### src/rtl/pl_alu_pkg.sv
// pl_alu_pkg: ALUCtrl encoding, execute-stage states and shared helpers.
package pl_alu_pkg;
  typedef enum logic [3:0] {
    ALU_ADD  = 4'b0000,
    ALU_SUB  = 4'b0001,
    ALU_AND  = 4'b0010,
    ALU_OR   = 4'b0011,
    ALU_XOR  = 4'b0100,
    ALU_SLL  = 4'b0101,
    ALU_SRL  = 4'b0110,
    ALU_SRA  = 4'b0111,
    ALU_SLT  = 4'b1000,
    ALU_SLTU = 4'b1001
  } alu_ctrl_e;
  typedef enum logic {IDLE = 1'b0, SHIFT = 1'b1} exec_state_e;
  localparam int DEF_DATA_WIDTH = 32;
  localparam int SHAMT_W = $clog2(DEF_DATA_WIDTH);
  function automatic logic is_shift(logic [3:0] c);
    return c == ALU_SLL || c == ALU_SRL || c == ALU_SRA;
  endfunction
endpackage

### src/rtl/pl_shift_step.sv
// pl_shift_step: one bounded shift iteration (k <= STEP) in SLL/SRL/SRA mode.
module pl_shift_step
  import pl_alu_pkg::*;
#(
  parameter int DATA_WIDTH = 32,
  parameter int STEP = 4,
  localparam int KW = $clog2(STEP + 1)
) (
  input  logic [DATA_WIDTH-1:0] data_i,
  input  logic [KW-1:0]         k_i,
  input  alu_ctrl_e             mode_i,
  output logic [DATA_WIDTH-1:0] data_o
);
  logic [DATA_WIDTH-1:0] sra;
  // Kept apart so the arithmetic shift is not coerced unsigned by the ternary.
  assign sra = $signed(data_i) >>> k_i;
  always_comb data_o = mode_i == ALU_SLL ? data_i << k_i : mode_i == ALU_SRA ? sra : data_i >> k_i;
endmodule

### src/rtl/pl_alu_exec.sv
// pl_alu_exec: execute-stage ALU with valid/ready handshake and iterative shifter.
module pl_alu_exec
  import pl_alu_pkg::*;
#(
  parameter int DATA_WIDTH = 32,
  parameter int STEP = 4,
  parameter int TAG_WIDTH = 5
) (
  input  logic                  clk,
  input  logic                  rst_n,
  input  logic                  flush,
  input  logic                  in_valid,
  output logic                  in_ready,
  input  logic [3:0]            alu_ctrl,
  input  logic [DATA_WIDTH-1:0] op_a,
  input  logic [DATA_WIDTH-1:0] op_b,
  input  logic [TAG_WIDTH-1:0]  in_tag,
  output logic                  out_valid,
  input  logic                  out_ready,
  output logic [DATA_WIDTH-1:0] result,
  output logic                  zero,
  output logic [TAG_WIDTH-1:0]  out_tag,
  output logic                  busy
);
  localparam int SW = $clog2(DATA_WIDTH);
  localparam int KW = $clog2(STEP + 1);
  exec_state_e state_q, state_d;
  alu_ctrl_e op_q, op_d;
  logic [DATA_WIDTH-1:0] data_q, data_d, result_q, result_d, shifted, alu_res;
  logic [SW-1:0] rem_q, rem_d, shamt;
  logic [KW-1:0] k;
  logic [TAG_WIDTH-1:0] tag_q, tag_d, out_tag_q, out_tag_d;
  logic out_valid_q, out_valid_d, zero_q, zero_d, accept, last;
  assign shamt = op_b[SW-1:0];
  assign in_ready = state_q == IDLE && !flush && (!out_valid_q || out_ready);
  assign accept = in_valid && in_ready;
  assign k = int'(rem_q) > STEP ? KW'(STEP) : KW'(rem_q);
  assign last = int'(rem_q) <= STEP;
  always_comb begin
    case (alu_ctrl)
      ALU_SUB:  alu_res = op_a - op_b;
      ALU_AND:  alu_res = op_a & op_b;
      ALU_OR:   alu_res = op_a | op_b;
      ALU_XOR:  alu_res = op_a ^ op_b;
      ALU_SLL, ALU_SRL, ALU_SRA: alu_res = op_a;
      ALU_SLT:  alu_res = DATA_WIDTH'($signed(op_a) < $signed(op_b));
      ALU_SLTU: alu_res = DATA_WIDTH'(op_a < op_b);
      default:  alu_res = op_a + op_b;
    endcase
  end
  pl_shift_step #(.DATA_WIDTH(DATA_WIDTH), .STEP(STEP)) u_step (
    .data_i(data_q), .k_i(k), .mode_i(op_q), .data_o(shifted)
  );
  always_comb begin
    state_d = state_q;
    data_d = data_q;
    rem_d = rem_q;
    op_d = op_q;
    tag_d = tag_q;
    out_valid_d = out_valid_q && !out_ready;
    result_d = result_q;
    zero_d = zero_q;
    out_tag_d = out_tag_q;
    if (accept && (!is_shift(alu_ctrl) || shamt == '0)) begin
      out_valid_d = 1'b1;
      result_d = alu_res;
      zero_d = alu_res == '0;
      out_tag_d = in_tag;
    end else if (accept) begin
      state_d = SHIFT;
      data_d = op_a;
      rem_d = shamt;
      op_d = alu_ctrl_e'(alu_ctrl);
      tag_d = in_tag;
    end
    // Final step writes straight into the output register, which is guaranteed empty.
    if (state_q == SHIFT) begin
      data_d = shifted;
      rem_d = rem_q - SW'(k);
      if (last) begin
        state_d = IDLE;
        out_valid_d = 1'b1;
        result_d = shifted;
        zero_d = shifted == '0;
        out_tag_d = tag_q;
      end
    end
    if (flush) begin
      state_d = IDLE;
      out_valid_d = 1'b0;
    end
  end
  always_ff @(posedge clk) begin
    if (!rst_n) begin
      state_q <= IDLE;
      data_q <= '0;
      rem_q <= '0;
      op_q <= ALU_ADD;
      tag_q <= '0;
      out_valid_q <= 1'b0;
      result_q <= '0;
      zero_q <= 1'b0;
      out_tag_q <= '0;
    end else begin
      state_q <= state_d;
      data_q <= data_d;
      rem_q <= rem_d;
      op_q <= op_d;
      tag_q <= tag_d;
      out_valid_q <= out_valid_d;
      result_q <= result_d;
      zero_q <= zero_d;
      out_tag_q <= out_tag_d;
    end
  end
  assign out_valid = out_valid_q;
  assign result = result_q;
  assign zero = zero_q;
  assign out_tag = out_tag_q;
  assign busy = state_q != IDLE;
endmodule

### config.mk
export PLATFORM = sky130hd
export DESIGN_NAME = pl_alu_exec
export DESIGN_NICKNAME = d
export VERILOG_FILES = /design/src/rtl/pl_alu_pkg.sv /design/src/rtl/pl_shift_step.sv /design/src/rtl/pl_alu_exec.sv
export SDC_FILE = /design/constraint.sdc
export NUM_CORES = 1
export LEC_CHECK = 0
export BUFFER_PORTS_ARGS = -buffer_cell sky130_fd_sc_hd__buf_2
export CAP_MARGIN = 10
export CORE_MARGIN = 5
export CORE_UTILIZATION = 52
export DETAILED_ROUTE_END_ITERATION = 6
export PLACE_DENSITY = 0.75
export SKIP_LAST_GASP = 1
export SYNTH_ARGS = -nofsm -noshare
export SYNTH_HDL_FRONTEND = slang
export SYNTH_SLANG_ARGS = --single-unit
export TNS_END_PERCENT = 10
### constraint.sdc
create_clock -name clk -period 4 [get_ports clk]
set_clock_uncertainty 0.15 [all_clocks]
set_input_delay 1 -clock clk [delete_from_list [all_inputs] [get_ports clk]]
set_output_delay 1 -clock clk [all_outputs]
set_load 0.01 [all_outputs]
==> impl_metrics.csv <==
group,metric,value,unit
outcome,status,"finished clean",
global_route,grt_max_degree,53,
sta,fmax,0.254,GHz
clock_tree,root_buffer,"clkbuf_16",
routing,drt_iter0_drc,2548,
layout,antenna-diode-count,0,
sta,maxSlewHeadroom,41.7,%
pwr,leakage,6.95,nW
clock_tree,clk_pin_slew_worst_paths,0.07,ns
sta,slew_violations,0,
critical_path,r2r_cells,10,
yosys,yosysTopAreaCellShare,14.8,%
floorplanning,die_area,25500,um^2
floorplanning,initial_utilization,53.0,%
job,cap_viol_max_count,0,
layout,finalCoreUtilization,71.0,%
yosys,ys_dominant_reg_cell,"dfxtp_1",
placed_design,io_buffers,118,
pwr,peakVddDrop,193,uV
yosys,synthTopCellsByArea,"dfxtp_1 15%, ha_1 10%, a21oi_1 7.1%, nand2_1 5.7%, nor2_1 5.6%",
critical_path,crit_type,"in2reg",
layout,final_cell_mix,"372 x buf_4, 176 x nand2_1, 168 x nor2_1",
sta,hold_viol_final,0,
placed_design,dpl.hpwl,40600,um
global_route,grt_pass1_vias,14400,
yosys,synth_edf_count,0,
sta,post-route-min-period,3.93,ns
layout,syn2layout_area_growth,33.9,%
hold_path,hold_class,"reg2reg",
routing,drc,0,
placed_design,place_area,14800,um^2
yosys,ys_ff_latch,86,
critical_path,cp.arrival,4.08,ns
critical_path,end_kind,"flop",
floorplanning,die_x,160,um
floorplanning,core_area,22000,um^2
clock_tree,clk_latency,0.35,ns
routing,ant_nets,0,
yosys,synth_top_cell_by_area,"dfxtp_1",
global_route,grt_overflow,0,
routing,vias_per_cell,6.69,
layout,final_nets,2247,
layout,mostFrequentLayoutCell,"buf_4",
clock_tree,cts_buffers,9,
clock_tree,clock_sinks,86,
floorplanning,io-pin-count,119,
routing,num_vias,15700,
routing,post_drt_wl_per_cell,22.1,um
floorplanning,rows,54,
yosys,netlist-cell-type-count,96,
layout,drive_above_1_share,29.7,%
sta,post-route-period-util,98.4,%
global_route,grt_pass1_wl,79600,um
layout,n_fill_cell,1823,
pwr,power_density,231,nW/um^2
placed_design,place.gp.congestion,1.06,
critical_path,critPathMaxFanout,4,
yosys,synthArstFlopShare,0,%
clock_tree,h-tree-depth,3,
yosys,seq_area_frac_synth,14.8,%
sta,finalSetupViolCount,0,
layout,fin_area,15600,um^2
global_route,track_usage,38.1,%
global_route,antenna_found_initial,1,
clock_tree,cts_tree,"yes",
hold_path,hold-path-cell-count,2,
routing,dr.pass1.iters,7,
critical_path,cp-start-kind,"input pin",
yosys,synth_warnings,0,
yosys,syn_area_per_cell,6.88,um^2
yosys,synth_area,11600,um^2
sta,worst_pin_slew,0.874,ns
floorplanning,die_h,160,um
yosys,syn_inst,1693,
yosys,syn_nets,1870,
routing,wl,52000,um
critical_path,required,4.14,ns
clock_tree,cts_buffer_depth,2,
==> synthesized netlist by cell type (8+ instances only) <==
cell type and count:
a211oi_1 34, a21o_1 17, a21oi_1 166, a221o_1 13
a221oi_1 22, a22oi_1 42, a31oi_1 23, and2_1 10
and3_1 14, buf_1 11, buf_2 34, clkbuf_1 77
dfxtp_1 86, ha_1 97, inv_1 100, mux2i_1 30
nand2_1 177, nand2b_1 18, nand3_1 39, nand4_1 17
nor2_1 173, nor2b_1 26, nor3_1 52, nor4_1 16
o211ai_1 29, o21a_1 11, o21ai_0 100, o21bai_1 17
o221ai_1 36, o31ai_1 30, or2_2 11, or3_1 14
xnor2_1 8
==> worst max-delay path, stage by stage <==
cell      delay, ns
buf_2          0.11
buf_4          0.14
ha_4           0.17
fa_2           0.37
a21o_1         0.18
nand4_1        0.14
nand2_2        0.10
a311oi_2       0.31
o21bai_1       0.13
a221o_1        0.34
a21oi_2        0.19
buf_4          0.15
nand4_1        0.18
nor4_2         0.27
buf_4          0.14
nand4_1        0.07
nand2b_1       0.08
==> kinds of logic (layout without fill, tap and decap cells) <==
kind of cell    count (synthesis)  after routing  synth area share, %
fa+ha+maj                      99             99                 10.8
compound gates                624            624                 36.5
xor+xnor                       10             10                0.752
buf+inv                       231            613                 8.23
mux                            40             40                 4.25
other cells                     1              1               0.0322
simple gates                  602            602                 24.7
flops                          86             86                 14.8
==> routing by layer <==
layer  GRT usage, %  wire length [um]
met1           52.3             20400
met2           58.5             22300
met3           7.29              6490
met4           16.4              2750
met5              0                13
==> worst paths after layout <==
check	start	slack, ns	endpoint
min	op_q[0]	0.32	op_q[0]
max reg2reg	rem_q[2]	0.43	zero
min reg2reg	op_q[0]	0.32	op_q[0]
max	op_a[0]	0.07	zero
==> stage by stage <==
| step | hold slack, ns | power (mW) | setup WS [ns] | std cells | TNS, ns |
|---|---|---|---|---|---|
| after floorplan | 0.286 | 1.81 | 0.00493 | 1693 | 0 |
| after global placement | 0.293 | 2.63 | -0.478 | 2323 | -1.33 |
| after detailed placement | 0.310 | 2.66 | -0.565 | 2323 | -2.10 |
| after CTS | 0.320 | 3.44 | 0.00726 | 2339 | 0 |
| after global routing | 0.335 | 3.74 | -0.0953 | 2355 | -0.0953 |
| final | 0.324 | 3.61 | 0.0655 | 2355 | 0 |
==> power by group <==
part | leakage [nW] | switching, mW | internal, mW
registers | 0.701 | 0.0424 | 0.897
logic | 6.12 | 1.05 | 0.835
clock network | 0.129 | 0.359 | 0.424
total | 6.95 | 1.45 | 2.16
==> sequential cells by signal (all words and copies together), names as in the netlist <==
register	count
tag_q	5
out_tag	5
busy	1
op_q	4
zero	1
data_q	32
result	32
rem_q	5
out_valid	1
==> area by class of cell <==
| type | instances | area [um^2] | area share [%] |
|---|---|---|---|
| clock buffer | 10 | 229 | 1.47 |
| sequential | 86 | 1720 | 11.0 |
| timing repair buffer | 495 | 3480 | 22.3 |
| clock inverter | 6 | 46.3 | 0.297 |
| tap | 280 | 350 | 2.25 |
| multi-input combinational | 1376 | 9380 | 60.1 |
| inverter | 102 | 383 | 2.46 |
==> timing repair <==
item	CTS	global route
setup endpoints to repair	2	5
resized for setup	11	65
hold buffers	0	0
setup buffers	0	16
cloned	0	0
pin swaps	2	35
Power figures use the tool's default switching activity.
